**src/rtl/riscv_hazard_ctrl_if.sv**
```systemverilog
// Hazard events from the pipeline into the sequencer, and stall/flush controls back out.
// master = pipeline side, slave = hazard controller side.
interface riscv_hazard_ctrl_if;
    logic       i_riscv_hc_icache_stall;
    logic       i_riscv_hc_dcache_stall;
    logic       i_riscv_hc_mdu_busy;
    logic       i_riscv_hc_loaduse;
    logic       i_riscv_hc_branchtaken_e;
    logic       i_riscv_hc_gototrap_m;
    logic [1:0] i_riscv_hc_returnfromtrap_m;
    logic       o_riscv_hc_stall_f;
    logic       o_riscv_hc_stall_d;
    logic       o_riscv_hc_stall_e;
    logic       o_riscv_hc_stall_m;
    logic       o_riscv_hc_flush_d;
    logic       o_riscv_hc_flush_e;
    logic       o_riscv_hc_flush_m;
    logic       o_riscv_hc_flush_w;
    logic [1:0] o_riscv_hc_state;
    logic       o_riscv_hc_timeout;

    modport master (
        output i_riscv_hc_icache_stall, i_riscv_hc_dcache_stall, i_riscv_hc_mdu_busy,
               i_riscv_hc_loaduse, i_riscv_hc_branchtaken_e, i_riscv_hc_gototrap_m,
               i_riscv_hc_returnfromtrap_m,
        input  o_riscv_hc_stall_f, o_riscv_hc_stall_d, o_riscv_hc_stall_e, o_riscv_hc_stall_m,
               o_riscv_hc_flush_d, o_riscv_hc_flush_e, o_riscv_hc_flush_m, o_riscv_hc_flush_w,
               o_riscv_hc_state, o_riscv_hc_timeout
    );

    modport slave (
        input  i_riscv_hc_icache_stall, i_riscv_hc_dcache_stall, i_riscv_hc_mdu_busy,
               i_riscv_hc_loaduse, i_riscv_hc_branchtaken_e, i_riscv_hc_gototrap_m,
               i_riscv_hc_returnfromtrap_m,
        output o_riscv_hc_stall_f, o_riscv_hc_stall_d, o_riscv_hc_stall_e, o_riscv_hc_stall_m,
               o_riscv_hc_flush_d, o_riscv_hc_flush_e, o_riscv_hc_flush_m, o_riscv_hc_flush_w,
               o_riscv_hc_state, o_riscv_hc_timeout
    );
endinterface

```
**src/rtl/riscv_hazard_ctrl.sv**
```systemverilog
// Pipeline stall/flush sequencer: zero-cycle combinational controls, post-trap drain, stall watchdog.
// RISCV_HC_PERF_EN adds memstall/mdustall/trap event counters.
module riscv_hazard_ctrl #(
    parameter int DRAIN_CYCLES  = 2,
    parameter int STALL_TIMEOUT = 1024
) (
    input  logic                 i_riscv_hc_clk,
    input  logic                 i_riscv_hc_rst,
    riscv_hazard_ctrl_if.slave   hc
`ifdef RISCV_HC_PERF_EN
    ,
    output logic [31:0]          o_riscv_hc_memstall_cnt,
    output logic [31:0]          o_riscv_hc_mdustall_cnt,
    output logic [31:0]          o_riscv_hc_trap_cnt
`endif
);

    localparam int DW    = (DRAIN_CYCLES > 1) ? $clog2(DRAIN_CYCLES) : 1;
    localparam int DLOAD = (DRAIN_CYCLES > 0) ? DRAIN_CYCLES - 1 : 0;
    localparam logic [15:0] WD_LAST = 16'(STALL_TIMEOUT - 1);
    localparam logic [15:0] WD_SAT  = 16'(STALL_TIMEOUT);

    typedef enum logic [1:0] {
        ST_RUN   = 2'd0,
        ST_MEM   = 2'd1,
        ST_MDU   = 2'd2,
        ST_DRAIN = 2'd3
    } state_e;

    state_e          state_q, state_d;
    logic [DW-1:0]   drain_q, drain_d;
    logic [15:0]     wd_q, wd_d;
    logic            timeout_q, timeout_d;

    logic trap, rule_mem, rule_mdu;
    logic stall_f, stall_d, stall_e, stall_m;
    logic flush_d, flush_e, flush_m, flush_w;

    always_comb begin
        trap     = hc.i_riscv_hc_gototrap_m | (|hc.i_riscv_hc_returnfromtrap_m);
        rule_mem = 1'b0;
        rule_mdu = 1'b0;
        stall_f  = 1'b0;
        stall_d  = 1'b0;
        stall_e  = 1'b0;
        stall_m  = 1'b0;
        flush_d  = 1'b0;
        flush_e  = 1'b0;
        flush_m  = 1'b0;
        flush_w  = 1'b0;
        state_d  = ST_RUN;
        drain_d  = drain_q;

        if (trap) begin
            flush_d = 1'b1;
            flush_e = 1'b1;
            flush_m = 1'b1;
            flush_w = 1'b1;
            state_d = (DRAIN_CYCLES > 0) ? ST_DRAIN : ST_RUN;
            drain_d = DW'(DLOAD);
        end else if (state_q == ST_DRAIN) begin
            // Hold fetch and bubble decode while the trap-vector fetch settles.
            stall_f = 1'b1;
            flush_d = 1'b1;
            if (drain_q == '0) begin
                state_d = ST_RUN;
            end else begin
                state_d = ST_DRAIN;
                drain_d = drain_q - 1'b1;
            end
        end else if (hc.i_riscv_hc_dcache_stall) begin
            rule_mem = 1'b1;
            stall_f  = 1'b1;
            stall_d  = 1'b1;
            stall_e  = 1'b1;
            stall_m  = 1'b1;
            state_d  = ST_MEM;
        end else if (hc.i_riscv_hc_mdu_busy) begin
            rule_mdu = 1'b1;
            stall_f  = 1'b1;
            stall_d  = 1'b1;
            stall_e  = 1'b1;
            flush_m  = 1'b1;
            state_d  = ST_MDU;
        end else if (hc.i_riscv_hc_branchtaken_e) begin
            // D holds a wrong-path instruction, so any load-use on it is moot.
            stall_f = hc.i_riscv_hc_icache_stall;
            flush_d = 1'b1;
            flush_e = 1'b1;
        end else if (hc.i_riscv_hc_loaduse) begin
            stall_f = 1'b1;
            stall_d = 1'b1;
            flush_e = 1'b1;
        end else if (hc.i_riscv_hc_icache_stall) begin
            stall_f = 1'b1;
            flush_d = 1'b1;
        end

        // Watchdog saturates one past the trigger value so it fires once per stall episode.
        if (stall_e && !trap) begin
            wd_d = (wd_q == WD_SAT) ? wd_q : wd_q + 16'd1;
        end else begin
            wd_d = 16'd0;
        end
        timeout_d = stall_e && (wd_q == WD_LAST);
    end

    always_ff @(posedge i_riscv_hc_clk) begin
        if (i_riscv_hc_rst) begin
            state_q   <= ST_RUN;
            drain_q   <= '0;
            wd_q      <= 16'd0;
            timeout_q <= 1'b0;
        end else begin
            state_q   <= state_d;
            drain_q   <= drain_d;
            wd_q      <= wd_d;
            timeout_q <= timeout_d;
        end
    end

    assign hc.o_riscv_hc_stall_f = stall_f & ~i_riscv_hc_rst;
    assign hc.o_riscv_hc_stall_d = stall_d & ~i_riscv_hc_rst;
    assign hc.o_riscv_hc_stall_e = stall_e & ~i_riscv_hc_rst;
    assign hc.o_riscv_hc_stall_m = stall_m & ~i_riscv_hc_rst;
    assign hc.o_riscv_hc_flush_d = flush_d & ~i_riscv_hc_rst;
    assign hc.o_riscv_hc_flush_e = flush_e & ~i_riscv_hc_rst;
    assign hc.o_riscv_hc_flush_m = flush_m & ~i_riscv_hc_rst;
    assign hc.o_riscv_hc_flush_w = flush_w & ~i_riscv_hc_rst;
    assign hc.o_riscv_hc_state   = i_riscv_hc_rst ? 2'd0 : state_q;
    assign hc.o_riscv_hc_timeout = timeout_q & ~i_riscv_hc_rst;

`ifdef RISCV_HC_PERF_EN
    logic [31:0] memstall_q, mdustall_q, trapcnt_q;

    always_ff @(posedge i_riscv_hc_clk) begin
        if (i_riscv_hc_rst) begin
            memstall_q <= 32'd0;
            mdustall_q <= 32'd0;
            trapcnt_q  <= 32'd0;
        end else begin
            memstall_q <= memstall_q + {31'd0, rule_mem};
            mdustall_q <= mdustall_q + {31'd0, rule_mdu};
            trapcnt_q  <= trapcnt_q + {31'd0, trap};
        end
    end

    assign o_riscv_hc_memstall_cnt = memstall_q;
    assign o_riscv_hc_mdustall_cnt = mdustall_q;
    assign o_riscv_hc_trap_cnt     = trapcnt_q;
`endif

endmodule

```
**src/flat_wrapper.sv**
```systemverilog
// flat-port wrapper written by rule: the top's interface ports become plain ports
module riscv_hazard_ctrl_flat 
#(
    parameter int DRAIN_CYCLES  = 2,
    parameter int STALL_TIMEOUT = 1024
)
  (i_riscv_hc_clk, i_riscv_hc_rst, hc_i_riscv_hc_icache_stall, hc_i_riscv_hc_dcache_stall, hc_i_riscv_hc_mdu_busy, hc_i_riscv_hc_loaduse, hc_i_riscv_hc_branchtaken_e, hc_i_riscv_hc_gototrap_m, hc_i_riscv_hc_returnfromtrap_m, hc_o_riscv_hc_stall_f, hc_o_riscv_hc_stall_d, hc_o_riscv_hc_stall_e, hc_o_riscv_hc_stall_m, hc_o_riscv_hc_flush_d, hc_o_riscv_hc_flush_e, hc_o_riscv_hc_flush_m, hc_o_riscv_hc_flush_w, hc_o_riscv_hc_state, hc_o_riscv_hc_timeout);
  riscv_hazard_ctrl_if hc_i ();
  input  logic i_riscv_hc_clk;
  input  logic i_riscv_hc_rst;
  input wire logic [$bits(hc_i.i_riscv_hc_icache_stall)-1:0] hc_i_riscv_hc_icache_stall;
  input wire logic [$bits(hc_i.i_riscv_hc_dcache_stall)-1:0] hc_i_riscv_hc_dcache_stall;
  input wire logic [$bits(hc_i.i_riscv_hc_mdu_busy)-1:0] hc_i_riscv_hc_mdu_busy;
  input wire logic [$bits(hc_i.i_riscv_hc_loaduse)-1:0] hc_i_riscv_hc_loaduse;
  input wire logic [$bits(hc_i.i_riscv_hc_branchtaken_e)-1:0] hc_i_riscv_hc_branchtaken_e;
  input wire logic [$bits(hc_i.i_riscv_hc_gototrap_m)-1:0] hc_i_riscv_hc_gototrap_m;
  input wire logic [$bits(hc_i.i_riscv_hc_returnfromtrap_m)-1:0] hc_i_riscv_hc_returnfromtrap_m;
  output wire logic [$bits(hc_i.o_riscv_hc_stall_f)-1:0] hc_o_riscv_hc_stall_f;
  output wire logic [$bits(hc_i.o_riscv_hc_stall_d)-1:0] hc_o_riscv_hc_stall_d;
  output wire logic [$bits(hc_i.o_riscv_hc_stall_e)-1:0] hc_o_riscv_hc_stall_e;
  output wire logic [$bits(hc_i.o_riscv_hc_stall_m)-1:0] hc_o_riscv_hc_stall_m;
  output wire logic [$bits(hc_i.o_riscv_hc_flush_d)-1:0] hc_o_riscv_hc_flush_d;
  output wire logic [$bits(hc_i.o_riscv_hc_flush_e)-1:0] hc_o_riscv_hc_flush_e;
  output wire logic [$bits(hc_i.o_riscv_hc_flush_m)-1:0] hc_o_riscv_hc_flush_m;
  output wire logic [$bits(hc_i.o_riscv_hc_flush_w)-1:0] hc_o_riscv_hc_flush_w;
  output wire logic [$bits(hc_i.o_riscv_hc_state)-1:0] hc_o_riscv_hc_state;
  output wire logic [$bits(hc_i.o_riscv_hc_timeout)-1:0] hc_o_riscv_hc_timeout;
  assign hc_i.i_riscv_hc_icache_stall = hc_i_riscv_hc_icache_stall;
  assign hc_i.i_riscv_hc_dcache_stall = hc_i_riscv_hc_dcache_stall;
  assign hc_i.i_riscv_hc_mdu_busy = hc_i_riscv_hc_mdu_busy;
  assign hc_i.i_riscv_hc_loaduse = hc_i_riscv_hc_loaduse;
  assign hc_i.i_riscv_hc_branchtaken_e = hc_i_riscv_hc_branchtaken_e;
  assign hc_i.i_riscv_hc_gototrap_m = hc_i_riscv_hc_gototrap_m;
  assign hc_i.i_riscv_hc_returnfromtrap_m = hc_i_riscv_hc_returnfromtrap_m;
  assign hc_o_riscv_hc_stall_f = hc_i.o_riscv_hc_stall_f;
  assign hc_o_riscv_hc_stall_d = hc_i.o_riscv_hc_stall_d;
  assign hc_o_riscv_hc_stall_e = hc_i.o_riscv_hc_stall_e;
  assign hc_o_riscv_hc_stall_m = hc_i.o_riscv_hc_stall_m;
  assign hc_o_riscv_hc_flush_d = hc_i.o_riscv_hc_flush_d;
  assign hc_o_riscv_hc_flush_e = hc_i.o_riscv_hc_flush_e;
  assign hc_o_riscv_hc_flush_m = hc_i.o_riscv_hc_flush_m;
  assign hc_o_riscv_hc_flush_w = hc_i.o_riscv_hc_flush_w;
  assign hc_o_riscv_hc_state = hc_i.o_riscv_hc_state;
  assign hc_o_riscv_hc_timeout = hc_i.o_riscv_hc_timeout;
  riscv_hazard_ctrl #(.DRAIN_CYCLES(DRAIN_CYCLES), .STALL_TIMEOUT(STALL_TIMEOUT)) u_core (.i_riscv_hc_clk(i_riscv_hc_clk), .i_riscv_hc_rst(i_riscv_hc_rst), .hc(hc_i));
endmodule
```
**config.mk**
```make
export PLATFORM = sky130hd
export DESIGN_NAME = riscv_hazard_ctrl_flat
export DESIGN_NICKNAME = d
export VERILOG_FILES = /design/src/rtl/riscv_hazard_ctrl_if.sv /design/src/rtl/riscv_hazard_ctrl.sv /design/src/flat_wrapper.sv
export SDC_FILE = /design/constraint.sdc
export NUM_CORES = 1
export LEC_CHECK = 0
export ABC_AREA = 0
export CAP_MARGIN = 10
export CORE_UTILIZATION = 54
export CTS_CLUSTER_SIZE = 10
export DETAILED_ROUTE_END_ITERATION = 6
export PLACE_DENSITY = 0.86
export SYNTH_ARGS = -nofsm -noshare
export SYNTH_HDL_FRONTEND = slang
export SYNTH_SLANG_ARGS = --single-unit
```
**constraint.sdc**
```tcl
create_clock -name i_riscv_hc_clk -period 4.1 [get_ports i_riscv_hc_clk]
set_input_delay 0.82 -clock i_riscv_hc_clk [delete_from_list [all_inputs] [get_ports i_riscv_hc_clk]]
set_output_delay 0.82 -clock i_riscv_hc_clk [all_outputs]
set_load 0.02 [all_outputs]
```
==> reports/metrics.csv, run 1 <==
metric;value;unit
outcome;complete, no violations;
PostCTS Resize Cnt;0;
max-cap violation count;0;
share of the synthesized area in the top cell type;0.360;
post-CTS setup buffers;0;
GRT Overall Usage;0.249;
area of the multi-input gates;658;um^2
diodes inserted;0;
I/O pins;21;
Worst Setup End Kind;output port;
initial core utilization;0.573;
core area;0.00194;mm^2
Final ANT Viol Nets;0;
cells after synthesis;133;
global route overflow;0;
clock sink count;20;
number of global-route vias before repair;894;
fraction of layout cells with a size suffix above 1;0.0774;
Synth area leader;dfxtp_1;
RSZ-0062 raised after global routing;no;
sequential share of power;0.550;
Die Y;47.4;um
DR WL/cell;13.3;um
CTS tree;yes;
CTS buffer count;3;
TritonRoute pass-1 iters;4;
Seq cells post-synth;20;
post-layout util;0.711;
clock latency on the worst-skew pair;0.30;ns
syn_nets;145;
Distinct cells, synth;37;
die area;0.00225;mm^2
largest net degree at the start of global routing;15;
achievable clock frequency;0.284;GHz
clock network power share;0.322;
htree depth;1;
Final Max Slew Viols;0;
PortBufs;20;
drt initial violations;41;
hold path start;u_core.drain_q$_SDFFE_PP0P_;
crit path time final;3.53;ns
DIE WIDTH;47.4;um
Hold Vio Cnt, Final;0;
Max FO, Critical Path;11;
Comb power frac;0.128;
vias;1067;
Vias/cell;5.86;
WL final;2.41;mm
Hold WS;0.476;ns
worst clock skew;0.000715;ns
FF-to-FF Start;u_core.wd_q[1]$_SDFFE_PP0P_;
syn avg cell area;8.37;um^2
fin worst setup slack;0.573;ns
Synthesis Warnings;0;
maximum VDD drop;249;uV
Final setup violation count;0;
setup tns final;0;ns
Total Power;0.000361;W
row cnt;16;
Net Sw Power;0.0000874;W
Crit-path slowest cell;clkdlybuf4s50_1;
critical path startpoint;i_riscv_hc_rst;
arrival time at the worst endpoint;2.71;ns
Area Overhead vs Synth;24.0;%
CP max stage delay;0.62;ns
Layout fillers;164;
relative slew slack;0.709;
Synth Cell Area;0.00111;mm^2
first-pass GRT wire length;3.95;mm
Worst Path Class, Setup;input port to output port;
most used cell, CP;clkdlybuf4s50_1;
Reg area;400;um^2
Final Cycle Share;0.860;
initial antenna violation count;0;
Clock transition at path regs;0.11;ns
CP Cell Sequence;clkdlybuf4s50_1 -> nor4_4 -> nand2_1 -> a21oi_1 -> clkdlybuf4s50_1;
cell-internal power;0.000274;W
Residual DRC;0;
Min-Delay Path Class;flip-flop to flip-flop;
Static Leak;0.439;nW
clk buf depth;2;
sequential-to-total area share from yosys stat;0.360;
gpl congestion;0.839;
Worst-Margin Slew;0.435;ns
CTS root buffer;clkbuf_4;
pre-CTS setup slack;0.600;ns
Cell Pwr Density;261;mW/mm^2
nets;168;
hpwl dp;1.83;mm
startpoint types;input port;
hold_buf cts;0;
Net Sw Frac;0.242;
WP data required;3.28;ns
synth top area cells;dfxtp_1 36%, a21oi_1 5.4%, nand3_1 5.4%;
-- state kept, by name, indices dropped and copies added (netlist names) --
name / flops
u_core.wd_q: 16
u_core.state_q: 2
u_core.drain_q: 1
u_core.timeout_q: 1
-- cell families after synthesis --
family | share of synthesized area
AO/OA/AOI/OAI | 0.144
XOR/XNOR | 0.0157
adder cells (fa/ha/maj) | 0.0225
buffers and inverters | 0.0494
flip-flops | 0.360
multiplexers | 0.0449
AND/OR/NAND/NOR | 0.364
-- metrics by stage --
step / cell area, um^2 / cells
global route: 1380 / 182
finish: 1380 / 182
detailed placement: 1350 / 178
floorplan: 1110 / 133
CTS: 1380 / 182
global placement: 1350 / 178
-- path summary, 6_finish.rpt --
check                                 end  slack (ns)  cells after the start
max                 hc_o_riscv_hc_stall_d        0.57                      5
min           u_core.drain_q$_SDFFE_PP0P_        0.48                      2
max reg2reg  u_core.wd_q[12]$_SDFFE_PP0P_        2.42                      4
min reg2reg   u_core.drain_q$_SDFFE_PP0P_        0.48                      2
-- placed cells by master (no fill, tap or decap), drive strengths merged, types with 2 or more instances in the layout --
cell | Yosys | routed
nor4 | 5 | 5
nand2 | 9 | 9
nand3 | 13 | 13
inv | 6 | 6
a31oi | 2 | 2
nor2b | 4 | 4
or4 | 4 | 4
or3 | 5 | 5
a21oi | 12 | 12
clkdlybuf4s50 | 0 | 20
nand3b | 3 | 3
clkbuf | 3 | 4
nor3 | 4 | 4
buf | 3 | 4
nand4b | 2 | 2
mux2i | 5 | 5
ha | 2 | 2
nor4b | 2 | 2
nand4 | 4 | 4
dfxtp | 20 | 20
o21ai | 4 | 4
o31ai | 4 | 4
nor2 | 5 | 5
o211ai | 2 | 2
-- metal layers --
layer	vias to the layer above	GRT usage	routed length (um)
met3	2	0.0679	98
met5	-	0	0
li1	541	-	-
met1	500	0.337	1140
met4	0	0.0629	13
met2	24	0.392	1160
-- power by group through the flow --
stage	Combinational (W)	Sequential (W)	Clock, W
after floorplan	0.0000217	0.000202	0
after global placement	0.0000451	0.000203	0
after detailed placement	0.0000461	0.000203	0
after CTS	0.0000462	0.000198	0.000118
after global routing	0.0000506	0.000199	0.000125
final	0.0000463	0.000198	0.000116
-- layout make-up --
| type | count | share of cell area |
|---|---|---|
| Clock buffer | 4 | 0.0263 |
| Sequential cell | 20 | 0.290 |
| Tap cell | 27 | 0.0245 |
| Inverter | 6 | 0.0163 |
| Timing Repair Buffer | 24 | 0.167 |
| Multi-Input combinational cell | 101 | 0.476 |
-- critical path: cells and delay by family --
kind | cells | cell delay (ns)
AND/OR/NAND/NOR | 2 | 0.53
AO/OA/AOI/OAI | 1 | 0.12
buffers and inverters | 2 | 1.23
-- cell usage after synthesis, drive strengths merged --
master and number:
o211ai 2, and3 1, nor4 5, nand2b 1, nand3 13, inv 6
o31ai 4, mux2i 5, or2b 1, a21oi 12, or4 4, a2bb2oi 1
nand2 9, xnor2 1, o22ai 1, nor2 5, buf 3, nor2b 4
o21ai 4, or3 5, a31oi 2, xor2 1, and2 1, nor4b 2
a21boi 1, nand3b 3, and4 1, clkbuf 3, nand4 4, nor3 4
dfxtp 20, ha 2, nand4b 2
(Power assumes the default switching activity.)
==> run 2, diff against run 1 <==
HOLD_SLACK_MARGIN = 0.02   (was default)
SKIP_CTS_REPAIR_TIMING = 1   (was default)
==> results of run 2 <==
The final DEF is identical to that of run 1; final timing and power are the same.
==> run 3, diff against run 2 <==
REMOVE_ABC_BUFFERS = 1   (was default)
==> run 3 against run 2 <==
Non-clock buffer count up 1. Wire length grew 3.5%. Final cell count is 0.55% higher. First-iteration DRC count is 41% lower. Clock power hardly changed. Fmax fell by 2.6%. Critical path type unchanged. Largest power group unchanged.
==> reports/metrics.csv, run 3 (same netlist as run 1, synthesis figures left out) <==
metric;value;unit
Worst-Margin Slew;0.459;ns
diodes inserted;0;
PortBufs;20;
Residual DRC;0;
Worst Setup End Kind;output port;
I/O pins;21;
htree depth;1;
clock sink count;20;
die area;0.00225;mm^2
global route overflow;0;
DIE WIDTH;47.4;um
Die Y;47.4;um
core area;0.00194;mm^2
initial antenna violation count;0;
Hold WS;0.477;ns
Top reg by flops;u_core.wd_q;
CTS tree;yes;
CTS root buffer;clkbuf_4;
largest net degree at the start of global routing;15;
WP data required;3.28;ns
relative slew slack;0.692;
Register-to-Register Setup Slack;2.43;ns
RSZ-0062 raised after global routing;no;
most frequent cells in the layout;20 x clkdlybuf4s50_1, 20 x dfxtp_1, 12 x a21oi_1, 12 x nand3_1, 9 x nand2_1;
fraction of layout cells with a size suffix above 1;0.0833;
number of global-route vias before repair;862;
FF-to-FF Start;u_core.wd_q[0]$_SDFFE_PP0P_;
DR WL/cell;13.6;um
crit path time final;3.62;ns
worst clock skew;0.00246;ns
Cell Pwr Density;258;mW/mm^2
Vias/cell;5.83;
achievable clock frequency;0.276;GHz
Static Leak;0.444;nW
drt initial violations;24;
worst reg-to-reg path cell count;4;
RR Endpoint;u_core.wd_q[12]$_SDFFE_PP0P_;
Final Max Slew Viols;0;
Final Cycle Share;0.883;
max reg flops;16;
outcome;complete, no violations;
Final ANT Viol Nets;0;
Max FO, Critical Path;8;
WL final;2.50;mm
Layout fillers;166;
Hold Vio Cnt, Final;0;
initial core utilization;0.573;
hold path depth;2;
row cnt;16;
Cells after DPL;179;
Post-Layout Cell Count;183;
Area Overhead vs Synth;24.7;%
vias;1067;
Top Registers;u_core.wd_q x16, u_core.state_q x2;
max-cap violation count;0;
GRT Overall Usage;0.232;
Final setup violation count;0;
startpoint types;input port;
clk buf depth;2;
setup tns final;0;ns
TritonRoute pass-1 iters;4;
first-pass GRT wire length;3.64;mm
hold path start;u_core.drain_q$_SDFFE_PP0P_;
Min-Delay Path Class;flip-flop to flip-flop;
Worst Path Class, Setup;input port to output port;
Hold Path Sink;u_core.drain_q$_SDFFE_PP0P_;
maximum VDD drop;206;uV
gpl congestion;0.820;
Clock transition at path regs;0.11;ns
arrival time at the worst endpoint;2.80;ns
CTS buffer count;3;
nets;169;
hpwl dp;1.86;mm
clock latency on the worst-skew pair;0.30;ns
[run 3: cell types whose count changed in the layout (fill, tap and decap cells not counted)]
cell,previous run,this run
buf_4,4,5
[run 3: worst max-delay path, stage by stage]
cell and delay (ns):
clkdlybuf4s50_1 0.47, nor4_4 0.50, buf_4 0.23, nand2_1 0.05, a21oi_1 0.11, clkdlybuf4s50_1 0.61
[run 3: worst max-delay path by stage]
stage	startpoint	to	slack (ns)
finish	i_riscv_hc_rst	hc_o_riscv_hc_stall_d	0.48
global route	i_riscv_hc_rst	hc_o_riscv_hc_stall_d	0.32
CTS	i_riscv_hc_rst	hc_o_riscv_hc_stall_d	0.46
detailed placement	i_riscv_hc_rst	hc_o_riscv_hc_stall_d	0.46
global placement	i_riscv_hc_rst	hc_o_riscv_hc_stall_d	0.54
floorplan	hc_i_riscv_hc_dcache_stall	hc_o_riscv_hc_stall_e	1.33
[run 3: where the power goes]
| group | internal, W | switching (W) |
|---|---|---|
| Clock | 0.0000542 | 0.0000588 |
| Combinational | 0.0000237 | 0.0000235 |
| Sequential | 0.000196 | 0.00000188 |
[run 3: metrics by stage]
stage | utilization | cell area [um^2] | power (W) | setup WS (ns)
floorplan | - | 1080 | 0.000222 | 1.33
global placement | 0.697 | 1350 | 0.000248 | 0.536
detailed placement | 0.697 | 1350 | 0.000250 | 0.460
CTS | 0.715 | 1390 | 0.000362 | 0.456
global route | 0.715 | 1390 | 0.000375 | 0.325
finish | 0.715 | 1390 | 0.000358 | 0.478
[run 3: metal layers]
| metal | global-route usage | routed length [um] |
|---|---|---|
| met5 | 0 | 0 |
| met2 | 0.408 | 1230 |
| met1 | 0.268 | 1090 |
| met3 | 0.0377 | 107 |
| met4 | 0.120 | 65 |
[run 3: area by class of cell]
| cell class | count | area, um^2 | area share |
|---|---|---|---|
| Multi-Input combinational cell | 101 | 658 | 0.474 |
| Sequential cell | 20 | 400 | 0.288 |
| Timing Repair Buffer | 25 | 238 | 0.171 |
| Clock buffer | 4 | 36.3 | 0.0261 |
| Tap cell | 27 | 33.8 | 0.0243 |
| Inverter | 6 | 22.5 | 0.0162 |
